`src/rtl/onchip_mem_arbiter.sv`:
```
// onchip_mem_arbiter: round-robin share of a single-port 1-cycle-latency RAM between two Avalon-MM masters.
module onchip_mem_arbiter #(
    parameter int ADDR_W    = 12,
    parameter int DATA_W    = 32,
    parameter int BE_W      = 4,
    parameter int NUM_WORDS = 2560
) (
    input  logic              clk,
    input  logic              reset,
    input  logic              reset_req,
    input  logic [ADDR_W-1:0] m0_address,
    input  logic [BE_W-1:0]   m0_byteenable,
    input  logic              m0_read,
    input  logic              m0_write,
    input  logic [DATA_W-1:0] m0_writedata,
    output logic              m0_waitrequest,
    output logic [DATA_W-1:0] m0_readdata,
    output logic              m0_readdatavalid,
    output logic              m0_error,
    input  logic [ADDR_W-1:0] m1_address,
    input  logic [BE_W-1:0]   m1_byteenable,
    input  logic              m1_read,
    input  logic              m1_write,
    input  logic [DATA_W-1:0] m1_writedata,
    output logic              m1_waitrequest,
    output logic [DATA_W-1:0] m1_readdata,
    output logic              m1_readdatavalid,
    output logic              m1_error,
    output logic [ADDR_W-1:0] mem_address,
    output logic [BE_W-1:0]   mem_byteenable,
    output logic              mem_chipselect,
    output logic              mem_write,
    output logic [DATA_W-1:0] mem_writedata,
    output logic              mem_clken,
    input  logic [DATA_W-1:0] mem_readdata
);
    logic req0, req1, g0, g1, gnt, oor, acc, rd, wr;
    logic last, rv_q, tag_q, oor_q, err0_q, err1_q;

    // Both requesting: the port that did not win last time goes next.
    always_comb begin
        req0 = m0_read | m0_write;
        req1 = m1_read | m1_write;
        g0   = ~(reset | reset_req) & req0 & (~req1 | last);
        g1   = ~(reset | reset_req) & req1 & (~req0 | ~last);
        gnt  = g0 | g1;
        wr   = g1 ? m1_write : m0_write;
        rd   = g1 ? (m1_read & ~m1_write) : (m0_read & ~m0_write);
        oor  = gnt & (32'(mem_address) >= 32'(NUM_WORDS));
        acc  = gnt & ~oor;
    end

    assign mem_address      = g1 ? m1_address : m0_address;
    assign mem_writedata    = g1 ? m1_writedata : m0_writedata;
    assign mem_byteenable   = acc ? (g1 ? m1_byteenable : m0_byteenable) : '0;
    assign mem_chipselect   = acc;
    assign mem_write        = acc & wr;
    assign mem_clken        = ~reset_req;
    assign m0_waitrequest   = req0 & ~g0;
    assign m1_waitrequest   = req1 & ~g1;
    assign m0_readdatavalid = rv_q & ~tag_q;
    assign m1_readdatavalid = rv_q & tag_q;
    assign m0_readdata      = oor_q ? '0 : mem_readdata;
    assign m1_readdata      = m0_readdata;
    assign m0_error         = err0_q;
    assign m1_error         = err1_q;

    always_ff @(posedge clk) begin
        if (reset) begin
            last   <= 1'b1;
            rv_q   <= 1'b0;
            tag_q  <= 1'b0;
            oor_q  <= 1'b0;
            err0_q <= 1'b0;
            err1_q <= 1'b0;
        end else begin
            if (gnt) last <= g1;
            rv_q   <= gnt & rd;
            tag_q  <= g1;
            oor_q  <= oor;
            err0_q <= g0 & oor;
            err1_q <= g1 & oor;
        end
    end
endmodule

```
`config.mk`:
```
export PLATFORM = sky130hd
export DESIGN_NAME = onchip_mem_arbiter
export DESIGN_NICKNAME = d
export VERILOG_FILES = /design/src/rtl/onchip_mem_arbiter.sv
export SDC_FILE = /design/constraint.sdc
export NUM_CORES = 1
export LEC_CHECK = 0
export ABC_CLOCK_PERIOD_IN_PS = 2400
export BUFFER_PORTS_ARGS = -buffer_cell sky130_fd_sc_hd__buf_2
export CAP_MARGIN = 0
export CORE_AREA = 5 5 95 97
export DETAILED_ROUTE_END_ITERATION = 8
export DIE_AREA = 0 0 100 102
export GPL_ROUTABILITY_DRIVEN = 0
export PLACE_DENSITY = 0.58
export REMOVE_ABC_BUFFERS = 1
export SYNTH_ARGS = -nofsm -noshare
export SYNTH_HDL_FRONTEND = slang
export SYNTH_SLANG_ARGS = --single-unit
```
`constraint.sdc`:
```
create_clock -name clk -period 2.4 [get_ports clk]
set_clock_uncertainty 0.05 [all_clocks]
set_input_delay 0.12 -clock clk [delete_from_list [all_inputs] [get_ports clk]]
set_output_delay 0.12 -clock clk [all_outputs]
set_load 0.03 [all_outputs]
```
==> results.sh, run 1 <==
export IMPL_final_common_cell="buf_2"
export IMPL_dp_hpwl_um=6345
export IMPL_dieArea_mm2=0.01020
export IMPL_core_rowCount=33
export IMPL_crit_path_start_kind="flip-flop"
export IMPL_syn2layout_area_growth_pct=87.33
export IMPL_r2r_start="last"
export IMPL_leakage_nw=1.686
export IMPL_synth_seq_cells=6
export IMPL_drc_errors=0
export IMPL_min_period_over_period_pct=87.94
export IMPL_hold_start="reset"
export IMPL_wl_met2_um=3747
export IMPL_io_buffer_count=255
export IMPL_finalPower_mw=0.9648
export IMPL_cap_violations=0
export IMPL_synth_area_mm2=0.001363
export IMPL_fin_area_mm2=0.002552
export IMPL_dieHeight_um=102
export IMPL_relSlewSlack_pct=36.81
export IMPL_clock_path_buffers=2
export IMPL_via_count=2375
export IMPL_slew_viol_final=0
export IMPL_layout_nets=616
export IMPL_hold_slack_ns=0.08622
export IMPL_min_period_ns=2.111
export IMPL_rsz0062_at_grt="no"
export IMPL_mostFrequentLayoutCells="buf_2, nand2_1, nor2b_1, nor2_1"
export IMPL_hp_class="in -> reg"
export IMPL_drt_initial_drc_count=38
export IMPL_core_area_mm2=0.008051
export IMPL_avgSynthCellArea_um2=5.161
export IMPL_drive_gt1_share_pct=54.91
export IMPL_io_pins=256
export IMPL_cts_htree_levels=1
export IMPL_ir_worst_vdd_mv=0.1274
export IMPL_ant_nets=0
export IMPL_antenna_found_initial=1
export IMPL_synth_area_leaders="nand2_1, buf_4, nor2b_1, dfxtp_1, nor2_1"
export IMPL_drt_vias_per_instance=4.060
export IMPL_first_pass_iters=4
export IMPL_fmax_mhz=473.8
export IMPL_cts_sinks=6
export IMPL_met1_length_um=2171
export IMPL_hold_violations=0
export IMPL_routed_wl_um=6977
export IMPL_ctsHoldBuffers=0
export IMPL_setup_tns_ns=0
export IMPL_required_ns=2.23
export IMPL_start_util_pct=16.92
export IMPL_worstSetupEndpointType="output port"
export IMPL_seq_area_frac_synth_pct=8.815
export IMPL_numCtsBuffers=3
export IMPL_status="completed"
export IMPL_grt_ovfl_total=0
export IMPL_syn_instance_count=264
export IMPL_met3_length_um=914
export IMPL_max_slew_worst_pin_slew_ns=0.9466
export IMPL_cp_max_fo=17
export IMPL_placed_cell_area_mm2=0.002492
export IMPL_cp_arrival_ns=1.94
export IMPL_grt_pass1_wl_um=10140
export IMPL_grt_use_total_pct=12.07
export IMPL_grt_max_degree=51
export IMPL_crit_type="reg -> out"
export IMPL_power_density_mw_per_mm2=378.0
export IMPL_clk_pin_slew_ns=0.04
export IMPL_grt_pass1_vias=2324
export IMPL_die_w_um=100
export IMPL_top_layer="met4"
export IMPL_clk_latency_ns=0.22
export IMPL_wl_per_cell_um=11.93
export IMPL_ys_warnings_count=0
export IMPL_cts_root_buf="clkbuf_8"
export IMPL_cts_tree="built"
export IMPL_synth_top_cell_by_area="nand2_1"
export IMPL_ys_types=18
export IMPL_startpoint="last"
export IMPL_setup_violations=0
export IMPL_yosysTopAreaCellShare_pct=39.12
## critical path, cell delays in order, from the launching register on
cell and delay, ns:
dfxtp_1 0.35, o21a_1 0.15, or4_4 0.54, inv_8 0.14
a2bb2oi_1 0.16, a21oi_1 0.16, buf_2 0.22
## synth_stat cells
library cell  instances
nand2_1             142
nor2b_1              34
buf_4                32
nor2_1                9
clkbuf_1              7
dfxtp_1               6
o21ai_0               6
a21oi_1               5
buf_2                 5
nor3_1                5
inv_1                 3
o21a_1                3
buf_6                 2
a22oi_1               1
a2bb2oi_1             1
and2_1                1
clkinv_2              1
or4_1                 1
## cell families after synthesis
| group | synth area share (%) |
|---|---|
| flops | 8.816 |
| buf+inv | 24.24 |
| simple gates | 60.05 |
| compound gates | 6.887 |
## registers in the layout, indices dropped and copies added, names as in the netlist
name,count
rv_q,1
last,1
oor_q,1
m1_error,1
tag_q,1
m0_error,1
## stage by stage
stage | setup WS, ns | utilization (%) | cells
floorplan | -0.6404 | - | 218
global placement | 0.3489 | 30.96 | 581
detailed placement | 0.2848 | 30.96 | 581
CTS | 0.04472 | 31.47 | 584
global route | 0.1650 | 31.70 | 585
finish | 0.2894 | 31.70 | 585
## layout make-up
cell class,count,area (um2)
Tap cell,105,131.4
Antenna cell,1,2.502
Sequential cell,6,120.1
Multi-Input combinational cell,208,915.9
Fill cell,937,5499
Inverter,4,22.52
Timing Repair Buffer,258,1319
Clock buffer,3,41.29
## routing by layer
metal	vias up	global-route usage [%]
li1	1200	-
met2	163	24.73
met4	0	4.560
met3	8	2.799
met1	1004	11.52
met5	-	0
## power by group
part	total, mW	switching [mW]	internal [mW]
Sequential	0.114	0.00882	0.105
Clock	0.150	0.0428	0.108
Combinational	0.701	0.470	0.231
Total	0.965	0.521	0.444
## repair_timing
action	4_1_cts	5_1_grt
hold endpoints to repair	0	0
gates resized for setup	0	7
buffers inserted	0	0
setup endpoints to repair	0	39
## final timing paths
check	endpoint	slack (ns)	cells after the start
worst max register to register	m1_error	0.88	4
worst min-delay path	last	0.09	3
worst max-delay path	mem_byteenable[3]	0.29	6
worst min register to register	last	0.49	2
(Power assumes the default switching activity.)
==> run 2: changes to the inputs <==
- ABC_CLOCK_PERIOD_IN_PS: 2400 -> 2530
- clock period: 2.4 -> 2.53 ns (I/O delays scaled with it)
==> run 2 against run 1 <==
  * Via count grew 0.13%
  * Wire length grew 0.43%
  * Clock power shrank 5%
  * Power shrank 5.4%
  * Global-route usage shrank 0.18 points
  * Combinational power shrank 4.7%
  * Utilization shrank 0.078 points
  * Sequential share of layout area is essentially flat
  * Hold slack gained 0.011 ns
  * Non-clock buffer count grew 1
  * Critical endpoint is now mem_byteenable[1]
==> results.sh, run 2 (same netlist as run 1, synthesis figures left out) <==
export IMPL_status="completed"
export IMPL_via_count=2378
export IMPL_clk_pin_slew_ns=0.04
export IMPL_hold_violations=0
export IMPL_grt_max_degree=51
export IMPL_wl_per_cell_um=11.94
export IMPL_crit_path_start_kind="flip-flop"
export IMPL_cts_setup_buffers=0
export IMPL_min_period_ns=2.389
export IMPL_core_rowCount=33
export IMPL_grt_use_total_pct=11.88
export IMPL_antenna_found_initial=2
export IMPL_dieHeight_um=102
export IMPL_ant_nets=0
export IMPL_power_switching_mw=0.4925
export IMPL_hold_slack_ns=0.09684
export IMPL_min_period_over_period_pct=94.42
export IMPL_relSlewSlack_pct=66.14
export IMPL_fmax_mhz=418.6
export IMPL_met3_length_um=970
export IMPL_multi_input_area_um2=913.4
export IMPL_first_pass_iters=4
export IMPL_numCtsBuffers=3
export IMPL_pre_cts_ws_ns=0.3748
export IMPL_cts_htree_levels=1
export IMPL_hp_class="in -> reg"
export IMPL_pwr_share_clk_pct=15.6
export IMPL_start_util_pct=16.92
export IMPL_cts_root_buf="clkbuf_8"
export IMPL_layout_nets=617
export IMPL_p_seq_share_pct=11.2
export IMPL_cts_resized_gates=0
export IMPL_worstSetupEndpointType="output port"
export IMPL_placed_cell_area_mm2=0.002500
export IMPL_ctsHoldBuffers=0
export IMPL_syn2layout_area_growth_pct=86.87
export IMPL_cts_sinks=6
export IMPL_power_density_mw_per_mm2=358.4
export IMPL_setup_tns_ns=0
export IMPL_ir_worst_vdd_mv=0.1540
export IMPL_io_buffer_count=255
export IMPL_clk_latency_ns=0.22
export IMPL_final_common_cell="buf_2"
export IMPL_drc_errors=0
export IMPL_regArea_um2=120.1
export IMPL_required_ns=2.35
export IMPL_io_pins=256
export IMPL_die_w_um=100
export IMPL_mostFrequentLayoutCells="buf_2, nand2_1, nor2b_1, nor2_1"
export IMPL_met1_length_um=2169
export IMPL_max_slew_worst_pin_slew_ns=0.5025
export IMPL_setup_violations=0
export IMPL_rsz0062_at_grt="no"
export IMPL_leakage_nw=1.685
export IMPL_grt_ovfl_total=0
export IMPL_dp_hpwl_um=6383
export IMPL_cp_max_fo=35
export IMPL_cp_arrival_ns=2.21
export IMPL_fin_area_mm2=0.002546
export IMPL_wl_met2_um=3744
export IMPL_internal_power_mw=0.4200
export IMPL_swShare_pct=53.97
export IMPL_core_area_mm2=0.008051
export IMPL_slew_viol_final=0
export IMPL_clock_path_buffers=2
export IMPL_drt_vias_per_instance=4.051
export IMPL_dieArea_mm2=0.01020
export IMPL_grt_pass1_vias=2286
export IMPL_grt_pass1_wl_um=10080
export IMPL_nFillCells=976
export IMPL_drive_gt1_share_pct=55.00
export IMPL_cap_violations=0
export IMPL_comb_power_share_pct=73.2
export IMPL_drt_initial_drc_count=49
export IMPL_crit_type="reg -> out"
export IMPL_fin_ws_ns=0.1412
export IMPL_routed_wl_um=7007
export IMPL_cts_tree="built"
export IMPL_top_layer="met4"
==> run 2: layout make-up <==
cell class	instances	area share, %
repair buffers	259	51.79
multi-input cells	208	35.87
well taps	105	5.160
flip-flops and latches	6	4.717
clock buffers	3	1.622
inverters	4	0.6388
diodes	2	0.1966
==> run 2: final timing paths <==
path         cells after the start                end  slack [ns]   from
min                              3               last         0.1  reset
max reg2reg                      4           m1_error        0.81   last
max                              7  mem_byteenable[1]        0.14   last
min reg2reg                      2               last        0.49   last
==> run 2: stage by stage <==
step                      instances  total power [mW]  util (%)
final                           587            0.9125     31.62
after global placement          582            0.7748     31.05
after detailed placement        582            0.7794     31.05
after global routing            587            0.9730     31.62
after floorplan                 218            0.5112         -
after CTS                       585            0.9271     31.56
==> run 2: power by group through the flow <==
stage	Sequential [mW]	Combinational, mW	Clock [mW]
2_1_floorplan	0.109	0.402	0
3_3_place_gp	0.103	0.671	0
3_5_place_dp	0.104	0.676	0
6_report	0.102	0.668	0.142
5_1_grt	0.103	0.716	0.154
4_1_cts	0.102	0.677	0.148
==> run 2: routing by layer <==
layer | vias to the layer above | track usage, %
met3 | 8 | 3.140
met2 | 156 | 24.63
met5 | - | 0
li1 | 1202 | -
met1 | 1012 | 11.36
met4 | 0 | 3.316
==> run 2: worst max-delay path: stages (launching register included) <==
cell and delay (ns):
dfxtp_1 0.35, o21a_1 0.15, or4_2 0.64, clkinv_2 0.22, buf_12 0.21, nand2_1 0.07
a21oi_1 0.11, buf_2 0.21
